File: src/rtl/nes_bus_pkg.sv
// NES CPU bus constants and sprite DMA state encoding.
// Shared by the DMA controller and the integration top.
package nes_bus_pkg;

    localparam logic [15:0] ADDR_SPR_RAM_DMA  = 16'h4014;
    localparam logic [15:0] ADDR_SPR_RAM_DATA = 16'h2004;

    typedef enum logic [2:0] {
        IDLE,
        HALT,
        ALIGN,
        READ,
        WRITE
    } dma_state_t;

endpackage

File: src/rtl/spr_dma_ctrl.sv
// Sprite-RAM DMA engine: snoops 4014h writes, halts the CPU and copies
// one source page to the SPR-RAM data port, one read plus one write per byte.
module spr_dma_ctrl
    import nes_bus_pkg::*;
#(
    parameter logic [15:0] TRIG_ADDR = ADDR_SPR_RAM_DMA,
    parameter logic [15:0] DEST_ADDR = ADDR_SPR_RAM_DATA,
    parameter int          XFER_LEN  = 256
) (
    input  logic        clk,
    input  logic        rst,
    input  logic [15:0] cpu_addr_out,
    input  logic [7:0]  cpu_data_out,
    input  logic        cpu_wen,
    output logic        cpu_rdy,
    output logic        dma_active,
    output logic [15:0] dma_addr,
    output logic [7:0]  dma_data_out,
    output logic        dma_ren,
    output logic        dma_wen,
    input  logic [7:0]  dma_data_in
);

    localparam logic [7:0] LAST_IDX = 8'(XFER_LEN - 1);

    dma_state_t state;
    logic       cyc_par;
    logic [7:0] page;
    logic [7:0] idx;
    logic [7:0] data_q;

    logic trig;
    assign trig = cpu_wen && (cpu_addr_out == TRIG_ADDR);

    // Outputs are loaded together with the state they belong to,
    // so every output is a flop and never sees the cpu_* inputs directly.
    always_ff @(posedge clk) begin
        if (rst) begin
            state        <= IDLE;
            cyc_par      <= 1'b0;
            page         <= 8'h00;
            idx          <= 8'h00;
            data_q       <= 8'h00;
            cpu_rdy      <= 1'b1;
            dma_active   <= 1'b0;
            dma_addr     <= 16'h0000;
            dma_data_out <= 8'h00;
            dma_ren      <= 1'b0;
            dma_wen      <= 1'b0;
        end else begin
            cyc_par <= ~cyc_par;
            dma_ren <= 1'b0;
            dma_wen <= 1'b0;
            case (state)
                IDLE: begin
                    if (trig) begin
                        page       <= cpu_data_out;
                        idx        <= 8'h00;
                        state      <= HALT;
                        cpu_rdy    <= 1'b0;
                        dma_active <= 1'b1;
                    end
                end
                HALT: begin
                    // First read must land on an even cycle.
                    if (cyc_par) begin
                        state    <= READ;
                        dma_addr <= {page, idx};
                        dma_ren  <= 1'b1;
                    end else begin
                        state <= ALIGN;
                    end
                end
                ALIGN: begin
                    state    <= READ;
                    dma_addr <= {page, idx};
                    dma_ren  <= 1'b1;
                end
                READ: begin
                    data_q       <= dma_data_in;
                    state        <= WRITE;
                    dma_addr     <= DEST_ADDR;
                    dma_data_out <= dma_data_in;
                    dma_wen      <= 1'b1;
                end
                WRITE: begin
                    dma_data_out <= 8'h00;
                    if (idx == LAST_IDX) begin
                        state      <= IDLE;
                        cpu_rdy    <= 1'b1;
                        dma_active <= 1'b0;
                        dma_addr   <= 16'h0000;
                    end else begin
                        idx      <= idx + 8'd1;
                        state    <= READ;
                        dma_addr <= {page, idx + 8'd1};
                        dma_ren  <= 1'b1;
                    end
                end
                default: begin
                    state <= IDLE;
                end
            endcase
        end
    end

endmodule

File: config.mk
export PLATFORM = sky130hd
export DESIGN_NAME = spr_dma_ctrl
export DESIGN_NICKNAME = d
export VERILOG_FILES = /design/src/rtl/nes_bus_pkg.sv /design/src/rtl/spr_dma_ctrl.sv
export SDC_FILE = /design/constraint.sdc
export NUM_CORES = 1
export LEC_CHECK = 0
export ABC_CLOCK_PERIOD_IN_PS = 3800
export CORE_MARGIN = 5
export CORE_UTILIZATION = 35
export CTS_BUF_LIST = sky130_fd_sc_hd__clkbuf_16
export DETAILED_ROUTE_END_ITERATION = 16
export REMOVE_ABC_BUFFERS = 1
export SYNTH_ARGS = -nofsm -noshare
export SYNTH_HDL_FRONTEND = slang
export SYNTH_SLANG_ARGS = --single-unit
File: constraint.sdc
create_clock -name clk -period 3.8 [get_ports clk]
set_input_delay 0.95 -clock clk [delete_from_list [all_inputs] [get_ports clk]]
set_output_delay 0.95 -clock clk [all_outputs]
set_load 0.02 [all_outputs]
==> flow_summary.ini <==
[status]
status = finished clean

[route]
drt-total-wl_um = 5120
dr.pass1.iters = 4
drt_first_iter_violations = 104
routed_wire_length_per_instance_um = 14.0
number_of_antenna_violating_nets_in_the_routed_design = 0
routed_via_density = 5.26
drcViolationCount = 0
vias = 1930

[floorplan]
die_height_um = 88.1
initial_utilization = 0.360
die_width_um = 88.1
num_rows = 28
core_area_um2 = 5920
area_enclosed_by_the_die_boundary_um2 = 7760
io_pins = 63

[critical_path]
timing.reg2reg.setup_slack_ns = 1.35
start_kind = register
worst-setup-path-type = reg -> reg
crit_path_end_kind = register
critPathRequiredTime_ns = 3.99
critical_path_peak_fanout = 23
worstPathArrival_ns = 2.64

[sta]
final.min_clock_period_ns = 2.45
timing.clock.skew_ns = 0.00697
timing_hold_violations_final = 0
fin_hold_ws_ns = 0.465
min_period_over_period = 0.645
timing_max_transition_violations_final = 0
relSlewSlack = 0.345
worst_pin_slew_ns = 0.982
setup_total_negative_slack_ns = 0
achievable-frequency_mhz = 408
final-setup-viol-count = 0
grt_setup_unrepaired = no

[finish]
n_antenna_cell = 0
postLayoutCoreUtil = 0.493
finish.cell_count_without_fillers = 367
finish.instance_area_um2 = 2920
syn_to_final_growth_pct = 36.8
final_net_count = 327
fillers = 576
final_layout_size_suffix_gt1_frac = 0.0548

[placement]
placed_cells_incl_taps = 359
placement.cell_area_um2 = 2780
finalWeightedCongestion = 0.844
detailed_place_hpwl_um = 3600
io_buffer_count = 62

[yosys]
synth_sequential_area_ratio = 0.450
synth_enable_flop_cells = 0
synth_cells = 237
ys_dominant_reg_cell = sky130_fd_sc_hd__dfxtp_1
synth.distinct_cells = 52
yosysWarnings = 0
synthArstFlopShare = 0
syn_area_um2 = 2130
ys_ff_latch = 48
synth.avg_cell_area_um2 = 9.00

[global_routing]
grt_pass1_vias = 1773
antenna_violations_before_repair = 0
grt_start_max_net_pins = 43
first_pass_grt_wire_length_um = 8090
use_met3 = 0.0367
met1_layer_usage_reported_by_global_route = 0.161
grt_use_total = 0.132
grt-ovfl-total = 0
grt_use_met2 = 0.230
grt-busiest-layer = met2

[power]
power.ir.vdd_worst_v = 0.000295
power_per_unit_of_standard_cell_area_nw_per_um2 = 335
p_leak_uw = 0.000956

[clocking]
worst_skew_pair.late_latency_ns = 0.29
cts_tree = built
ctsHoldBuffers = 0
htree_num_levels = 2
post-cts-setup-buffer-count = 0
cts_buffers = 5
cts.sinks = 48
clock-root-buffer = sky130_fd_sc_hd__clkbuf_16
clock_tree.buffer_depth = 2
cts.repair.resized = 0
clk_pin_slew_worst_paths_ns = 0.07

[run]
max-cap-violations = 0

[min_path]
timing.hold.worst.class = reg -> reg
## critical path, cell delays in order (launching register included)
cell and delay, ns:
sky130_fd_sc_hd__dfxtp_1 0.59, sky130_fd_sc_hd__or3b_1 0.50, sky130_fd_sc_hd__o21ai_2 0.42, sky130_fd_sc_hd__nand3_1 0.56, sky130_fd_sc_hd__o32ai_1 0.27
## layout by cell type, fill, tap and decap left out, types with 2 or more instances in the layout
cell                              instances
sky130_fd_sc_hd__buf_4                    2
sky130_fd_sc_hd__a21oi_1                 12
sky130_fd_sc_hd__inv_1                    8
sky130_fd_sc_hd__clkdlybuf4s50_1         61
sky130_fd_sc_hd__mux2i_1                  8
sky130_fd_sc_hd__a22oi_1                  8
sky130_fd_sc_hd__nor2_1                  25
sky130_fd_sc_hd__nor3b_1                  2
sky130_fd_sc_hd__o221ai_1                 2
sky130_fd_sc_hd__nand2b_1                19
sky130_fd_sc_hd__clkbuf_16                5
sky130_fd_sc_hd__nor3_1                   5
sky130_fd_sc_hd__nand2_1                 11
sky130_fd_sc_hd__nand3_1                  7
sky130_fd_sc_hd__o211ai_1                 5
sky130_fd_sc_hd__nor2b_1                  2
sky130_fd_sc_hd__clkinv_2                 2
sky130_fd_sc_hd__o32ai_1                  7
sky130_fd_sc_hd__and3_1                   2
sky130_fd_sc_hd__a311oi_1                 5
sky130_fd_sc_hd__o21ai_0                  8
sky130_fd_sc_hd__o21a_1                   5
sky130_fd_sc_hd__a31oi_1                  2
sky130_fd_sc_hd__a211oi_1                 2
sky130_fd_sc_hd__dfxtp_1                 48
## synthesized netlist by cell type, types with 7 or more instances
cell | count | area [µm²]
sky130_fd_sc_hd__a21oi_1 | 12 | 60.1
sky130_fd_sc_hd__a22oi_1 | 8 | 60.1
sky130_fd_sc_hd__clkbuf_1 | 10 | 37.5
sky130_fd_sc_hd__dfxtp_1 | 48 | 961
sky130_fd_sc_hd__inv_1 | 8 | 30.0
sky130_fd_sc_hd__mux2i_1 | 8 | 80.1
sky130_fd_sc_hd__nand2_1 | 11 | 41.3
sky130_fd_sc_hd__nand2b_1 | 19 | 119
sky130_fd_sc_hd__nand3_1 | 7 | 35.0
sky130_fd_sc_hd__nor2_1 | 25 | 93.8
sky130_fd_sc_hd__o21ai_0 | 8 | 40.0
sky130_fd_sc_hd__o32ai_1 | 7 | 61.3
## layer usage
metal  wire length [µm]  vias up
met5                  0        -
met4                 51        0
met3                404        7
met2               2340       60
met1               2320      889
li1                   -      974
## sequential cells by signal, indices dropped and copies added (netlist names), 3 cells and up
register / count
dma_data_out: 8
dma_addr: 16
idx: 8
page: 8
state: 3
## path summary, 6_finish.rpt
kind                               start  cells after the start          end
worst max-delay path            state[2]                      4  dma_addr[8]
worst min-delay path             cyc_par                      1      cyc_par
worst max register to register  state[2]                      4  dma_addr[8]
worst min register to register   cyc_par                      1      cyc_par
## stage by stage
stage / total power, µW / setup slack [ns]
after CTS: 992 / 1.30
final: 978 / 1.35
after global routing: 1010 / 1.11
after detailed placement: 571 / 1.05
after global placement: 570 / 1.13
after floorplan: 525 / 1.67
## kinds of logic (layout without fill, tap and decap cells)
family,count (synthesis),count (layout),synth area share
simple gates,90,90,0.239
compound gates,64,64,0.212
flops,48,48,0.450
buf+inv,25,80,0.0504
mux,8,8,0.0375
fa+ha+maj,1,1,0.00586
xor+xnor,1,1,0.00411
## layout make-up
cell class	instances	area [µm²]	share of cell area
multi-input cells	164	1060	0.365
flip-flops and latches	48	961	0.329
repair buffers	64	631	0.216
clock buffers	5	125	0.0429
well taps	75	93.8	0.0321
inverters	8	30.0	0.0103
clock inverters	3	13.8	0.00471
## where the power goes
group / total, µW / leakage [µW] / internal (µW) / switching, µW
Clock: 418 / 0.0000710 / 239 / 179
Combinational: 54.6 / 0.000499 / 37.2 / 17.4
Sequential: 505 / 0.000387 / 504 / 0.842
Total: 978 / 0.000956 / 780 / 197
(Power assumes the default switching activity.)
